<file path="src/rtl/seq_hit_monitor.sv">
// Monitor for a serial 1010 detector output: counts rising edges of hit, tracks
// detections per time window and latches an alarm when a window reaches the threshold.
module seq_hit_monitor #(
  parameter int CNT_W = 8,
  parameter int WIN_W = 8
) (
  input  logic             clk,
  input  logic             reset,
  input  logic             hit,
  input  logic             clear,
  input  logic [WIN_W-1:0] win_len,
  input  logic [CNT_W-1:0] hit_thresh,
  output logic             hit_pulse,
  output logic [CNT_W-1:0] hit_cnt,
  output logic [CNT_W-1:0] win_hits,
  output logic             alarm,
  output logic             busy
);

  typedef enum logic [1:0] {
    IDLE   = 2'd0,
    WINDOW = 2'd1,
    ALARM  = 2'd2
  } state_t;

  localparam logic [CNT_W-1:0] CNT_MAX = '1;
  localparam logic [CNT_W-1:0] CNT_ONE = CNT_W'(1);
  localparam logic [WIN_W-1:0] WIN_ONE = WIN_W'(1);

  state_t           state_reg, state_next;
  logic             hit_d_reg;
  logic             hit_pulse_reg;
  logic             alarm_reg;
  logic             busy_reg;
  logic [CNT_W-1:0] hit_cnt_reg, hit_cnt_next;
  logic [CNT_W-1:0] win_hits_reg, win_hits_next;
  logic [WIN_W-1:0] win_timer_reg, win_timer_next;

  logic             hit_edge;
  logic [WIN_W-1:0] len_m1;
  logic [CNT_W-1:0] win_hits_inc;
  logic             thresh_reached;

  assign hit_edge       = hit & ~hit_d_reg;
  // A zero length behaves like a one-cycle window, so the reload value is 0 in both cases.
  assign len_m1         = (win_len == '0) ? '0 : (win_len - WIN_ONE);
  assign win_hits_inc   = (win_hits_reg == CNT_MAX) ? win_hits_reg : (win_hits_reg + CNT_ONE);
  assign thresh_reached = (hit_thresh != '0) && (win_hits_inc >= hit_thresh);

  always_comb begin
    state_next     = state_reg;
    win_hits_next  = win_hits_reg;
    win_timer_next = win_timer_reg;
    hit_cnt_next   = hit_cnt_reg;
    if (hit_edge && (hit_cnt_reg != CNT_MAX)) begin
      hit_cnt_next = hit_cnt_reg + CNT_ONE;
    end

    if (clear) begin
      state_next     = IDLE;
      win_hits_next  = '0;
      win_timer_next = '0;
      hit_cnt_next   = '0;
    end else begin
      case (state_reg)
        IDLE: begin
          if (hit_edge) begin
            win_hits_next = CNT_ONE;
            if (hit_thresh == CNT_ONE) begin
              state_next = ALARM;
            end else begin
              state_next     = WINDOW;
              win_timer_next = len_m1;
            end
          end
        end
        WINDOW: begin
          // An edge on the expiry cycle is credited to the expiring window before any reopen.
          if (hit_edge && thresh_reached) begin
            state_next    = ALARM;
            win_hits_next = win_hits_inc;
          end else if (win_timer_reg == '0) begin
            if (hit_edge) begin
              win_hits_next  = CNT_ONE;
              win_timer_next = len_m1;
            end else begin
              state_next    = IDLE;
              win_hits_next = '0;
            end
          end else begin
            win_timer_next = win_timer_reg - WIN_ONE;
            if (hit_edge) begin
              win_hits_next = win_hits_inc;
            end
          end
        end
        ALARM: begin
          state_next = ALARM;
        end
        default: begin
          state_next     = IDLE;
          win_hits_next  = '0;
          win_timer_next = '0;
        end
      endcase
    end
  end

  always_ff @(posedge clk or negedge reset) begin
    if (!reset) begin
      state_reg     <= IDLE;
      hit_d_reg     <= 1'b0;
      hit_pulse_reg <= 1'b0;
      hit_cnt_reg   <= '0;
      win_hits_reg  <= '0;
      win_timer_reg <= '0;
      alarm_reg     <= 1'b0;
      busy_reg      <= 1'b0;
    end else begin
      state_reg     <= state_next;
      hit_d_reg     <= hit;
      hit_pulse_reg <= hit_edge & ~clear;
      hit_cnt_reg   <= hit_cnt_next;
      win_hits_reg  <= win_hits_next;
      win_timer_reg <= win_timer_next;
      alarm_reg     <= (state_next == ALARM);
      busy_reg      <= (state_next == WINDOW);
    end
  end

  assign hit_pulse = hit_pulse_reg;
  assign hit_cnt   = hit_cnt_reg;
  assign win_hits  = win_hits_reg;
  assign alarm     = alarm_reg;
  assign busy      = busy_reg;

endmodule

</file>
<file path="config.mk">
export PLATFORM = sky130hd
export DESIGN_NAME = seq_hit_monitor
export DESIGN_NICKNAME = d
export VERILOG_FILES = /design/src/rtl/seq_hit_monitor.sv
export SDC_FILE = /design/constraint.sdc
export NUM_CORES = 1
export LEC_CHECK = 0
export BUFFER_PORTS_ARGS = -buffer_cell sky130_fd_sc_hd__buf_2
export CORE_ASPECT_RATIO = 0.8
export CORE_UTILIZATION = 43
export CTS_CLUSTER_SIZE = 14
export DETAILED_ROUTE_END_ITERATION = 6
export SLEW_MARGIN = 20
export SYNTH_ARGS = -nofsm -noshare
export SYNTH_HDL_FRONTEND = slang
export SYNTH_SLANG_ARGS = --single-unit
</file>
<file path="constraint.sdc">
create_clock -name clk -period 4 [get_ports clk]
set_input_delay 0.2 -clock clk [delete_from_list [all_inputs] [get_ports clk]]
set_output_delay 0.2 -clock clk [all_outputs]
set_load 0.05 [all_outputs]
</file>
==> metrics.md, run 1 <==
| Metric | Value |
|---|---|
| Post-CTS setup buffer count | `0` |
| Gate Count Post-Synth | `258` |
| Final Instance Area | `2510 sq um` |
| Final setup vio count | `0` |
| Post-synth EDFFs | `0` |
| Rel. slew slack | `36.2%` |
| Total power | `782 uW` |
| Max Cap Viol | `0` |
| Die Y | `65.5 microns` |
| Setup TNS | `0 ns` |
| Final Hold Fails | `0` |
| Critical path type | `reg -> reg` |
| Worst hold path type | `in -> reg` |
| CP Max Fanout | `12` |
| First-pass GRT wire length | `8750 microns` |
| Slowest cell on the critical path | `dfrtp_1` |
| Critical Path Most Common Cell | `nor2_1` |
| Die area | `5320 sq um` |
| Post-route clock period utilization | `84.7%` |
| Clock Root Buffer | `clkbuf_8` |
| Least-Margin Pin Slew | `0.949 ns` |
| Via density per instance | `5.69` |
| Via Count | `2030` |
| Slew Viols, Final | `0` |
| Worst path cell trace | `ha_1 -> and2_1 -> nand3_1 -> nand2_1 -> nor2_1 -> xor2_1 -> ha_1 -> a21oi_1 -> nor2_1 -> a211oi_1 -> o211ai_1 -> a41oi_1 -> nor2_1` |
| Reg clk slew, reported paths | `0.07 ns` |
| Total Wirelength | `5330 microns` |
| Reg2reg setup slack | `0.61 ns` |
| Initial core utilization | `46.0%` |
| Largest net degree at the start of global routing | `31` |
| Crit path required time | `4.18 ns` |
| Number of I/O pins | `39` |
| Post-Syn Nets | `291` |
| Placed inst area | `2400 sq um` |
| Syn_area_per_cell | `8.39 sq um` |
| Initial antenna violation count | `0` |
| HPWL after DPL | `4000 microns` |
| Final Wtd Congestion | `0.845` |
| Startpoint types | `flip-flop` |
| Area growth syn-to-layout | `15.8%` |
| Top FF cell, synth | `dfrtp_1` |
| WL/cell | `14.9 microns` |
| DRT iter0 DRCs | `154` |
| WHS | `0.0398 ns` |
| Final ANT Viol Nets | `0` |
| Yosys reg bits | `30` |
| Drt drc | `0` |
| Worst skew pair latency | `0.29 ns` |
| Area of the multi-input gates | `1310 sq um` |
| CTS tree | `built` |
| DIE WIDTH | `81.3 microns` |
| Post-Synthesis Cell Area | `2160 sq um` |
| Cell Count, Final, Fillers Out | `357` |
| First-pass DRT Iterations | `4` |
| Largest stage delay, worst path | `0.44 ns` |
| Sequential fraction of the synthesis area | `34.7%` |
| Setup crit end kind | `flip-flop` |
| CTS buffer count | `5` |
| Placed cells | `348` |
| Clock Skew | `0.00477 ns` |
| Max H-tree Level | `2` |
| Crit path time final | `3.39 ns` |
| RSZ-0062 raised after global routing | `no` |
| Maximum vdd drop | `155 uV` |
| I/O Buffers | `38` |
| Power Density | `312 nW/um^2` |
| Row cnt | `22` |
| GR Util All Layers | `22.1%` |
| Register area | `751 sq um` |
| Final worst setup slack | `0.611 ns` |
| Congestion Overflow GR | `0` |
| YS warnings | `0` |
| Core ar. | `4710 sq um` |
| Status | `finished clean` |
| Static leakage | `1.22 nW` |
| Async S/R FF share, synth | `100%` |
| Vias in the first global route | `1771` |
| Nets | `329` |
| WP data arrival | `3.56 ns` |
| Synth cell types | `46` |
| Clk buf depth | `2` |
| Final core utilization | `53.3%` |
| Ant diodes | `0` |
| Layout cells sized above 1 | `16.8%` |
| # fillers | `462` |
| Place WS | `0.692 ns` |
| FMAX | `0.295 GHz` |
| CTS Sinks | `30` |
==> final timing paths <==
check,end,cells after the start,startpoint
max,win_hits[4],13,win_hits[0]
min,hit_d_reg,1,hit
max reg2reg,win_hits[4],13,win_hits[0]
min reg2reg,hit_cnt[6],2,hit_cnt[6]
max in group asynchronous,win_timer_reg[0],2,reset
min in group asynchronous,win_timer_reg[7],2,reset
==> critical path: cells and delay by family, from the launching register on <==
kind | cells | cell delay [ns]
AOI/OAI and AO/OA | 4 | 1.31
xor gates and xnor gates | 1 | 0.23
adders and majority gates | 2 | 0.55
DFF | 1 | 0.44
and+or+nand+nor | 6 | 0.75
==> cell usage in the layout, fill, tap and decap left out, types with 3 or more instances in the layout <==
cell type / n
o21ai_0: 13
nand4_1: 8
buf_2: 38
nor2b_1: 3
dfrtp_1: 30
or3_1: 4
inv_1: 18
xor2_1: 7
o31ai_1: 3
nand2_1: 17
a21oi_1: 15
a31oi_1: 7
xnor2_1: 7
o21a_1: 3
a211oi_1: 4
o22ai_1: 4
ha_1: 13
nor3_1: 8
a32o_1: 5
nand2b_1: 3
clkbuf_8: 6
nand3_1: 9
mux2i_1: 7
nor2_1: 34
==> cell usage after synthesis, types with 5 or more instances <==
| master | n | area share [%] |
|---|---|---|
| mux2i_1 | 7 | 3.2 |
| nand2_1 | 17 | 2.9 |
| a32o_1 | 5 | 2.3 |
| nor2_1 | 34 | 5.9 |
| a21oi_1 | 15 | 3.5 |
| xor2_1 | 7 | 2.8 |
| inv_1 | 18 | 3.1 |
| o21ai_0 | 13 | 3.0 |
| nand3_1 | 9 | 2.1 |
| ha_1 | 13 | 7.5 |
| nor3_1 | 8 | 1.8 |
| xnor2_1 | 7 | 2.8 |
| a31oi_1 | 7 | 2.0 |
| dfrtp_1 | 30 | 35 |
| clkbuf_1 | 8 | 1.4 |
| nand4_1 | 8 | 2.3 |
==> cell families (layout without fill, tap and decap cells) <==
| family | Yosys count | count (layout) | synth area share (%) |
|---|---|---|---|
| AOI/OAI and AO/OA | 69 | 69 | 22.0 |
| xor gates and xnor gates | 14 | 14 | 5.66 |
| adders and majority gates | 13 | 13 | 7.51 |
| DFF | 30 | 30 | 34.7 |
| muxes | 8 | 8 | 3.76 |
| and+or+nand+nor | 97 | 97 | 21.6 |
| buffers and inverters | 27 | 66 | 4.74 |
==> final cells by class <==
type | instances | share of cell area [%]
Clock buffer | 6 | 3.29
Clock inverter | 2 | 0.499
Inverter | 18 | 2.69
Multi-Input combinational cell | 201 | 52.3
Sequential cell | 30 | 29.9
Tap cell | 60 | 2.99
Timing Repair Buffer | 40 | 8.28
==> power by group <==
group          internal (mW)  switching (mW)
registers              0.319          0.0189
clock network          0.138           0.123
logic                 0.0674           0.115
total                  0.525           0.257
==> per-layer routing <==
| metal | GRT usage, % | up-vias | wire length [microns] |
|---|---|---|---|
| met5 | 0 | - | 0 |
| met4 | 7.59 | 0 | 59 |
| met3 | 6.25 | 9 | 404 |
| met2 | 28.7 | 72 | 2130 |
| met1 | 33.7 | 930 | 2730 |
| li1 | - | 1019 | - |
==> timing repair <==
action,CTS,global route
resized for setup,0,0
hold buffers,1,0
endpoints found under the hold margin,30,0
No activity file was read; power rests on OpenSTA's default activity.
==> run 2, diff against run 1 <==
- ABC_AREA: unset -> 1
- clock period: 4 -> 3.2 ns (I/O delays scaled with it)
==> run 2 against run 1 <==
  * Critical path depth increased by 6
  * Critical endpoint is now win_timer_reg[6]
  * Sequential power increased by 31%
  * Worst hold slack improved by 0.23 ns
  * Highest routed layer unchanged
  * Via count increased by 14%
  * Setup slack got worse by 0.14 ns
==> metrics.md, run 2 <==
| Metric | Value |
|---|---|
| Setup crit end kind | `flip-flop (unchanged)` |
| Critical path type | `reg -> reg (unchanged)` |
| Clock Power Share | `28.9% (was 33.4%)` |
| Main combinational cell family by area after synthesis | `simple AND/OR/NAND/NOR gates (was compound AO/OA/AOI/OAI gates)` |
| Die Y | `69.2 microns (was 65.5 microns)` |
| Crit path time final | `2.72 ns (was 3.39 ns)` |
| Ant diodes | `0 (unchanged)` |
| Row cnt | `24 (was 22)` |
| Initial antenna violation count | `0 (unchanged)` |
| Congestion Overflow GR | `0 (unchanged)` |
| Clock Root Buffer | `clkbuf_8 (unchanged)` |
| Max H-tree Level | `2 (unchanged)` |
| Number of I/O pins | `39 (unchanged)` |
| Async S/R FF share, synth | `100% (unchanged)` |
| Worst hold path type | `in -> reg (unchanged)` |
| Final ANT Viol Nets | `0 (unchanged)` |
| # fillers | `555 (was 462)` |
| CP Max Fanout | `8 (was 12)` |
| Layout cells sized above 1 | `17.7% (was 16.8%)` |
| CTS buffer count | `5 (unchanged)` |
| Hold path depth | `2 (was 1)` |
| DIE WIDTH | `86.0 microns (was 81.3 microns)` |
| GR Util All Layers | `21.4% (was 22.1%)` |
| Worst skew pair latency | `0.28 ns (was 0.29 ns)` |
| R2r worst-path depth | `19 (was 13)` |
| First-pass GRT wire length | `10200 microns (was 8750 microns)` |
| Placed inst area | `2710 sq um (was 2400 sq um)` |
| Nets | `438 (was 329)` |
| Synth Area in Compound Gates | `7.84% (was 22.0%)` |
| Maximum vdd drop | `125 uV (was 155 uV)` |
| I/O Buffers | `38 (unchanged)` |
| First-pass DRT Iterations | `4 (unchanged)` |
| Cell Count, Final, Fillers Out | `484 (was 357)` |
| Synth top area cells | `dfrtp_1, nand2_1, nand3_1, inv_1, ha_1 (was dfrtp_1, ha_1, nor2_1, a21oi_1, mux2i_1)` |
| Static leakage | `1.56 nW (was 1.22 nW)` |
| DRT iter0 DRCs | `86 (was 154)` |
| Most common cell in the netlist | `nand2_1 (was nor2_1)` |
| Adder-cell share of the synthesized area | `6.71% (was 7.51%)` |
| Total power | `1.14 mW (was 782 uW)` |
| Total Wirelength | `5670 microns (was 5330 microns)` |
| Rel. slew slack | `53.5% (was 36.2%)` |
| Cell Int Power | `700 uW (was 525 uW)` |
| Post-route clock period utilization | `85.1% (was 84.7%)` |
| Clock Skew | `0.00503 ns (was 0.00477 ns)` |
| Gate Count Post-Synth | `360 (was 258)` |
| Core ar. | `5440 sq um (was 4710 sq um)` |
| Status | `finished clean (unchanged)` |
| Die area | `5950 sq um (was 5320 sq um)` |
| Comb power frac | `32.1% (was 23.4%)` |
| Placed cells | `474 (was 348)` |
| Setup TNS | `0 ns (unchanged)` |
| Via Count | `2309 (was 2030)` |
| Reg clk slew, reported paths | `0.07 ns (about the same)` |
| Slew Viols, Final | `0 (unchanged)` |
| RSZ-0062 raised after global routing | `no (unchanged)` |
| Simple-gate share of the synthesized area | `41.5% (was 21.6%)` |
| CTS tree | `built (unchanged)` |
| Post-synth top area cell | `dfrtp_1 (unchanged)` |
| Seq pwr share | `39.0% (was 43.2%)` |
| Final Wtd Congestion | `0.894 (was 0.845)` |
| Most frequent cells in the layout | `nand2_1, inv_1, nand3_1 (was buf_2, nor2_1, dfrtp_1)` |
| Switching Fraction | `38.4% (was 32.9%)` |
| Max Cap Viol | `0 (unchanged)` |
| Vias in the first global route | `2223 (was 1771)` |
| Yosys reg bits | `30 (unchanged)` |
| Post-synth EDFFs | `0 (unchanged)` |
| Share of the synthesized area in the top cell type | `31.0% (was 34.7%)` |
| XOR/XNOR Fraction of Synth Area | `4.33% (was 5.66%)` |
| Top FF cell, synth | `dfrtp_1 (unchanged)` |
| Sequential fraction of the synthesis area | `31.0% (was 34.7%)` |
| Mux cell area share after synthesis | `0% (was 3.76%)` |
| Initial core utilization | `44.6% (was 46.0%)` |
| Final Instance Area | `2820 sq um (was 2510 sq um)` |
| Syn_area_per_cell | `6.74 sq um (was 8.39 sq um)` |
| CTS Sinks | `30 (unchanged)` |
| Crit path required time | `3.42 ns (was 4.18 ns)` |
| Power Density | `403 nW/um^2 (was 312 nW/um^2)` |
| Final Hold Fails | `0 (unchanged)` |
| Startpoint types | `flip-flop (unchanged)` |
| WHS | `0.270 ns (was 0.0398 ns)` |
| Via density per instance | `4.77 (was 5.69)` |
| Final setup vio count | `0 (unchanged)` |
| WL/cell | `11.7 microns (was 14.9 microns)` |
| Psw | `437 uW (was 257 uW)` |
| Post-Syn Nets | `393 (was 291)` |
| Most common cell after layout, fill and taps aside | `nand2_1 (was buf_2)` |
| Synth cell types | `29 (was 46)` |
| Largest net degree at the start of global routing | `31 (unchanged)` |
| HPWL after DPL | `4350 microns (was 4000 microns)` |
| WP data arrival | `2.95 ns (was 3.56 ns)` |
| YS warnings | `0 (unchanged)` |
| Register area | `751 sq um (unchanged)` |
| Post-CTS setup buffer count | `0 (unchanged)` |
| Least-Margin Pin Slew | `0.697 ns (was 0.949 ns)` |
| Drt drc | `0 (unchanged)` |
| Clk buf depth | `2 (unchanged)` |
| Area of the multi-input gates | `1470 sq um (was 1310 sq um)` |
| Synth top cells by count | `nand2_1, inv_1, nand3_1, nor2_1, dfrtp_1 (was nor2_1, dfrtp_1, inv_1, nand2_1, a21oi_1)` |
| FMAX | `0.367 GHz (was 0.295 GHz)` |
| Area growth syn-to-layout | `16.3% (was 15.8%)` |
| Post-Synthesis Cell Area | `2420 sq um (was 2160 sq um)` |
-- run 2: timing repair --
item                                   4_1_cts  5_1_grt
endpoints found under the hold margin       31        0
hold buffers                                 2        0
resized for setup                            0        0
-- run 2: path summary, 6_finish.rpt --
path                             startpoint               end  slack (ns)
setup / recovery                win_hits[0]  win_timer_reg[6]        0.48
hold / removal                        clear      state_reg[0]        0.27
setup reg to reg                win_hits[0]  win_timer_reg[6]        0.48
max in group asynchronous             reset  win_timer_reg[0]        2.30
min in group asynchronous             reset        hit_cnt[1]        0.45
hold reg to reg            win_timer_reg[0]  win_timer_reg[0]        0.48
-- run 2: area by class of cell --
| class | instances | share of cell area, % |
|---|---|---|
| clock buffers | 6 | 2.93 |
| repair buffers | 40 | 7.45 |
| well taps | 78 | 3.46 |
| inverters | 53 | 7.14 |
| multi-input cells | 275 | 52.0 |
| clock inverters | 2 | 0.444 |
| flip-flops and latches | 30 | 26.6 |
-- run 2: power by group through the flow --
stage | clock network, mW | registers [mW] | logic, mW
finish | 0.329 | 0.444 | 0.365
global route | 0.352 | 0.449 | 0.417
CTS | 0.336 | 0.443 | 0.367
detailed placement | 0 | 0.450 | 0.363
global placement | 0 | 0.450 | 0.361
floorplan | 0 | 0.487 | 0.236
-- run 2: logic make-up after synthesis --
| group | after synthesis |
|---|---|
| buffers and inverters | 55 |
| and+or+nand+nor | 216 |
| DFF | 30 |
| xor gates and xnor gates | 12 |
| AOI/OAI and AO/OA | 34 |
| adders and majority gates | 13 |
-- run 2: per-layer routing --
metal / wire, microns / vias to the layer above / part of all wire (%) / track usage [%]
met1: 3040 / 1021 / 54 / 32.9
met5: 0 / - / 0 / 0
met4: 46 / 0 / 0.81 / 5.00
met2: 2330 / 47 / 41 / 31.1
li1: - / 1236 / - / -
met3: 245 / 5 / 4.3 / 3.59
-- run 2: critical path: stages, from the launching register on --
cell	delay (ns)
dfrtp_1	0.42
ha_1	0.21
inv_1	0.06
nor2_2	0.15
nand2_1	0.20
inv_1	0.12
nor2_1	0.04
nor2_1	0.13
ha_1	0.25
nand2_1	0.09
nor2_1	0.05
nor2_1	0.08
nand2_1	0.05
nand2_1	0.05
nand2_1	0.09
nand3_1	0.14
nand2_1	0.07
nand2_1	0.24
nand3_1	0.14
nand2_1	0.09
-- run 2: stage by stage --
step,utilization (%),setup WS (ns)
after floorplan,-,0.566
after global placement,49.8,0.649
after detailed placement,49.8,0.546
after CTS,51.9,0.498
after global routing,51.9,0.181
final,51.9,0.476
==> run 3, diff against run 2 <==
- ABC_AREA: 1 -> unset
- SETUP_SLACK_MARGIN: unset -> 0.5
==> run 3 against run 2 <==
  * Clock skew rose by 0.0069 ns
  * Power fell by 14%
  * Setup slack got worse by 0.14 ns
  * Register-to-register slack got worse by 0.14 ns
  * Non-clock buffer count rose by 14
  * Sequential power fell by 4.5%
  * Critical path depth fell by 9
  * Worst hold slack got worse by 0.032 ns
  * Flip-flop and latch count did not move
  * Sequential share of layout area rose by 0.68 points
  * Via count fell by 7.2%
  * Largest cell class unchanged
==> metrics.md, run 3 (same netlist as run 1, synthesis figures left out) <==
| Metric | Value |
|---|---|
| Clk buf depth | `2 (unchanged)` |
| Final setup vio count | `0 (unchanged)` |
| I/O Buffers | `38 (unchanged)` |
| Total Wirelength | `5880 microns (was 5670 microns)` |
| Setup TNS | `0 ns (unchanged)` |
| WL/cell | `15.9 microns (was 11.7 microns)` |
| Worst hold path type | `in -> reg (unchanged)` |
| Final worst setup slack | `0.333 ns (was 0.476 ns)` |
| Critical path type | `reg -> reg (unchanged)` |
| FMAX | `0.349 GHz (was 0.367 GHz)` |
| Final ANT Viol Nets | `0 (unchanged)` |
| Vias in the first global route | `1954 (was 2223)` |
| Reg clk slew, reported paths | `0.06 ns (was 0.07 ns)` |
| Startpoint types | `flip-flop (unchanged)` |
| Max H-tree Level | `2 (unchanged)` |
| Maximum vdd drop | `224 uV (was 125 uV)` |
| HPWL after DPL | `4060 microns (was 4350 microns)` |
| First-pass GRT wire length | `9320 microns (was 10200 microns)` |
| Crit path time final | `2.87 ns (was 2.72 ns)` |
| Most frequent cells in the layout | `buf_2, nor2_1, dfrtp_1 (was nand2_1, inv_1, nand3_1)` |
| DRT iter0 DRCs | `182 (was 86)` |
| Final Hold Fails | `0 (unchanged)` |
| Clock Skew | `0.0120 ns (was 0.00503 ns)` |
| Initial antenna violation count | `0 (unchanged)` |
| Status | `finished clean (unchanged)` |
| Crit path required time | `3.40 ns (was 3.42 ns)` |
| Via Count | `2142 (was 2309)` |
| Die Y | `65.5 microns (was 69.2 microns)` |
| CTS Sinks | `30 (unchanged)` |
| Setup crit end kind | `flip-flop (unchanged)` |
| Rel. slew slack | `12.9% (was 53.5%)` |
| Largest net degree at the start of global routing | `31 (unchanged)` |
| Clock Root Buffer | `clkbuf_8 (unchanged)` |
| Area growth syn-to-layout | `28.3% (was 16.3%)` |
| Layout cells sized above 1 | `28.6% (was 17.7%)` |
| Via density per instance | `5.77 (was 4.77)` |
| Row cnt | `22 (was 24)` |
| Number of I/O pins | `39 (unchanged)` |
| Core ar. | `4710 sq um (was 5440 sq um)` |
| WP data arrival | `3.06 ns (was 2.95 ns)` |
| Max Cap Viol | `0 (unchanged)` |
| First-pass DRT Iterations | `4 (unchanged)` |
| Total power | `978 uW (was 1.14 mW)` |
| Most common cell after layout, fill and taps aside | `buf_2 (was nand2_1)` |
| GR Util All Layers | `23.5% (was 21.4%)` |
| CTS tree | `built (unchanged)` |
| Ant diodes | `0 (unchanged)` |
| RSZ-0062 raised after global routing | `yes (was no)` |
| CP Max Fanout | `7 (was 8)` |
| Final Wtd Congestion | `0.848 (was 0.894)` |
| Initial core utilization | `46.0% (was 44.6%)` |
| Slew Viols, Final | `0 (unchanged)` |
| Die area | `5320 sq um (was 5950 sq um)` |
| Drt drc | `0 (unchanged)` |
| Power Density | `352 nW/um^2 (was 403 nW/um^2)` |
| Worst skew pair latency | `0.28 ns (about the same)` |
| Place WS | `0.231 ns (was 0.546 ns)` |
| Least-Margin Pin Slew | `1.30 ns (was 0.697 ns)` |
| CTS buffer count | `5 (unchanged)` |
| Static leakage | `1.27 nW (was 1.56 nW)` |
| Post-route clock period utilization | `89.6% (was 85.1%)` |
| Nets | `343 (was 438)` |
| Congestion Overflow GR | `0 (unchanged)` |
| DIE WIDTH | `81.3 microns (was 86.0 microns)` |
## run 3: area by class of cell
class / instances / area [sq um]
fillers: 405 / 1930
multi-input cells: 201 / 1480
flip-flops and latches: 30 / 758
repair buffers: 54 / 315
well taps: 60 / 75.1
clock buffers: 6 / 72.6
inverters: 18 / 67.6
clock inverters: 2 / 10.0
## run 3: worst max-delay path, stage by stage, from the launching register on
cell	delay [ns]
dfrtp_2	0.44
ha_4	0.17
and2_4	0.18
nand4_1	0.10
mux2_4	0.32
ha_1	0.29
nand4_1	0.16
o21bai_4	0.22
a211o_4	0.37
a21oi_4	0.29
mux2i_1	0.22
## run 3: layer usage
metal	routed length [microns]	part of all wire (%)	up-vias	global-route usage, %
met5	0	0	-	0
met4	61	1.0	0	5.36
met3	317	5.4	7	5.00
met2	2450	42	63	32.5
met1	3050	52	1026	36.3
li1	-	-	1046	-
## run 3: repair_timing
item | CTS | global route
cloned | 0 | 1
setup buffers | 8 | 2
pin swaps | 12 | 13
endpoints found under the setup margin | 20 | 20
endpoints found under the hold margin | 31 | 0
gates resized for setup | 11 | 10
hold buffers | 2 | 0
## run 3: path summary, 6_finish.rpt
check | start | end | slack (ns) | cells past startpoint
min in group asynchronous | reset | win_hits[6] | 0.45 | 2
max in group asynchronous | reset | win_hits[0] | 2.26 | 2
hold / removal | win_len[0] | win_timer_reg[0] | 0.24 | 4
setup reg to reg | win_hits[1] | win_timer_reg[6] | 0.33 | 10
setup / recovery | win_hits[1] | win_timer_reg[6] | 0.33 | 10
hold reg to reg | win_timer_reg[6] | win_timer_reg[6] | 0.55 | 2
## run 3: metrics by stage
step / instance area (sq um) / std cells / utilization, % / hold WS, ns
floorplan: 2260 / 258 / - / -0.136
global placement: 2490 / 350 / 52.8 / 0.256
detailed placement: 2490 / 350 / 52.8 / 0.260
CTS: 2700 / 368 / 57.4 / 0.233
global route: 2780 / 371 / 59.0 / 0.305
finish: 2780 / 371 / 59.0 / 0.238
## run 3: report_power, final
part           leakage [nW]  internal (mW)  total (mW)  switching (mW)
Clock                0.0450          0.150       0.296           0.146
Sequential            0.396          0.399       0.424          0.0254
Combinational         0.829         0.0995       0.257           0.158
Total                  1.27          0.649       0.978           0.329
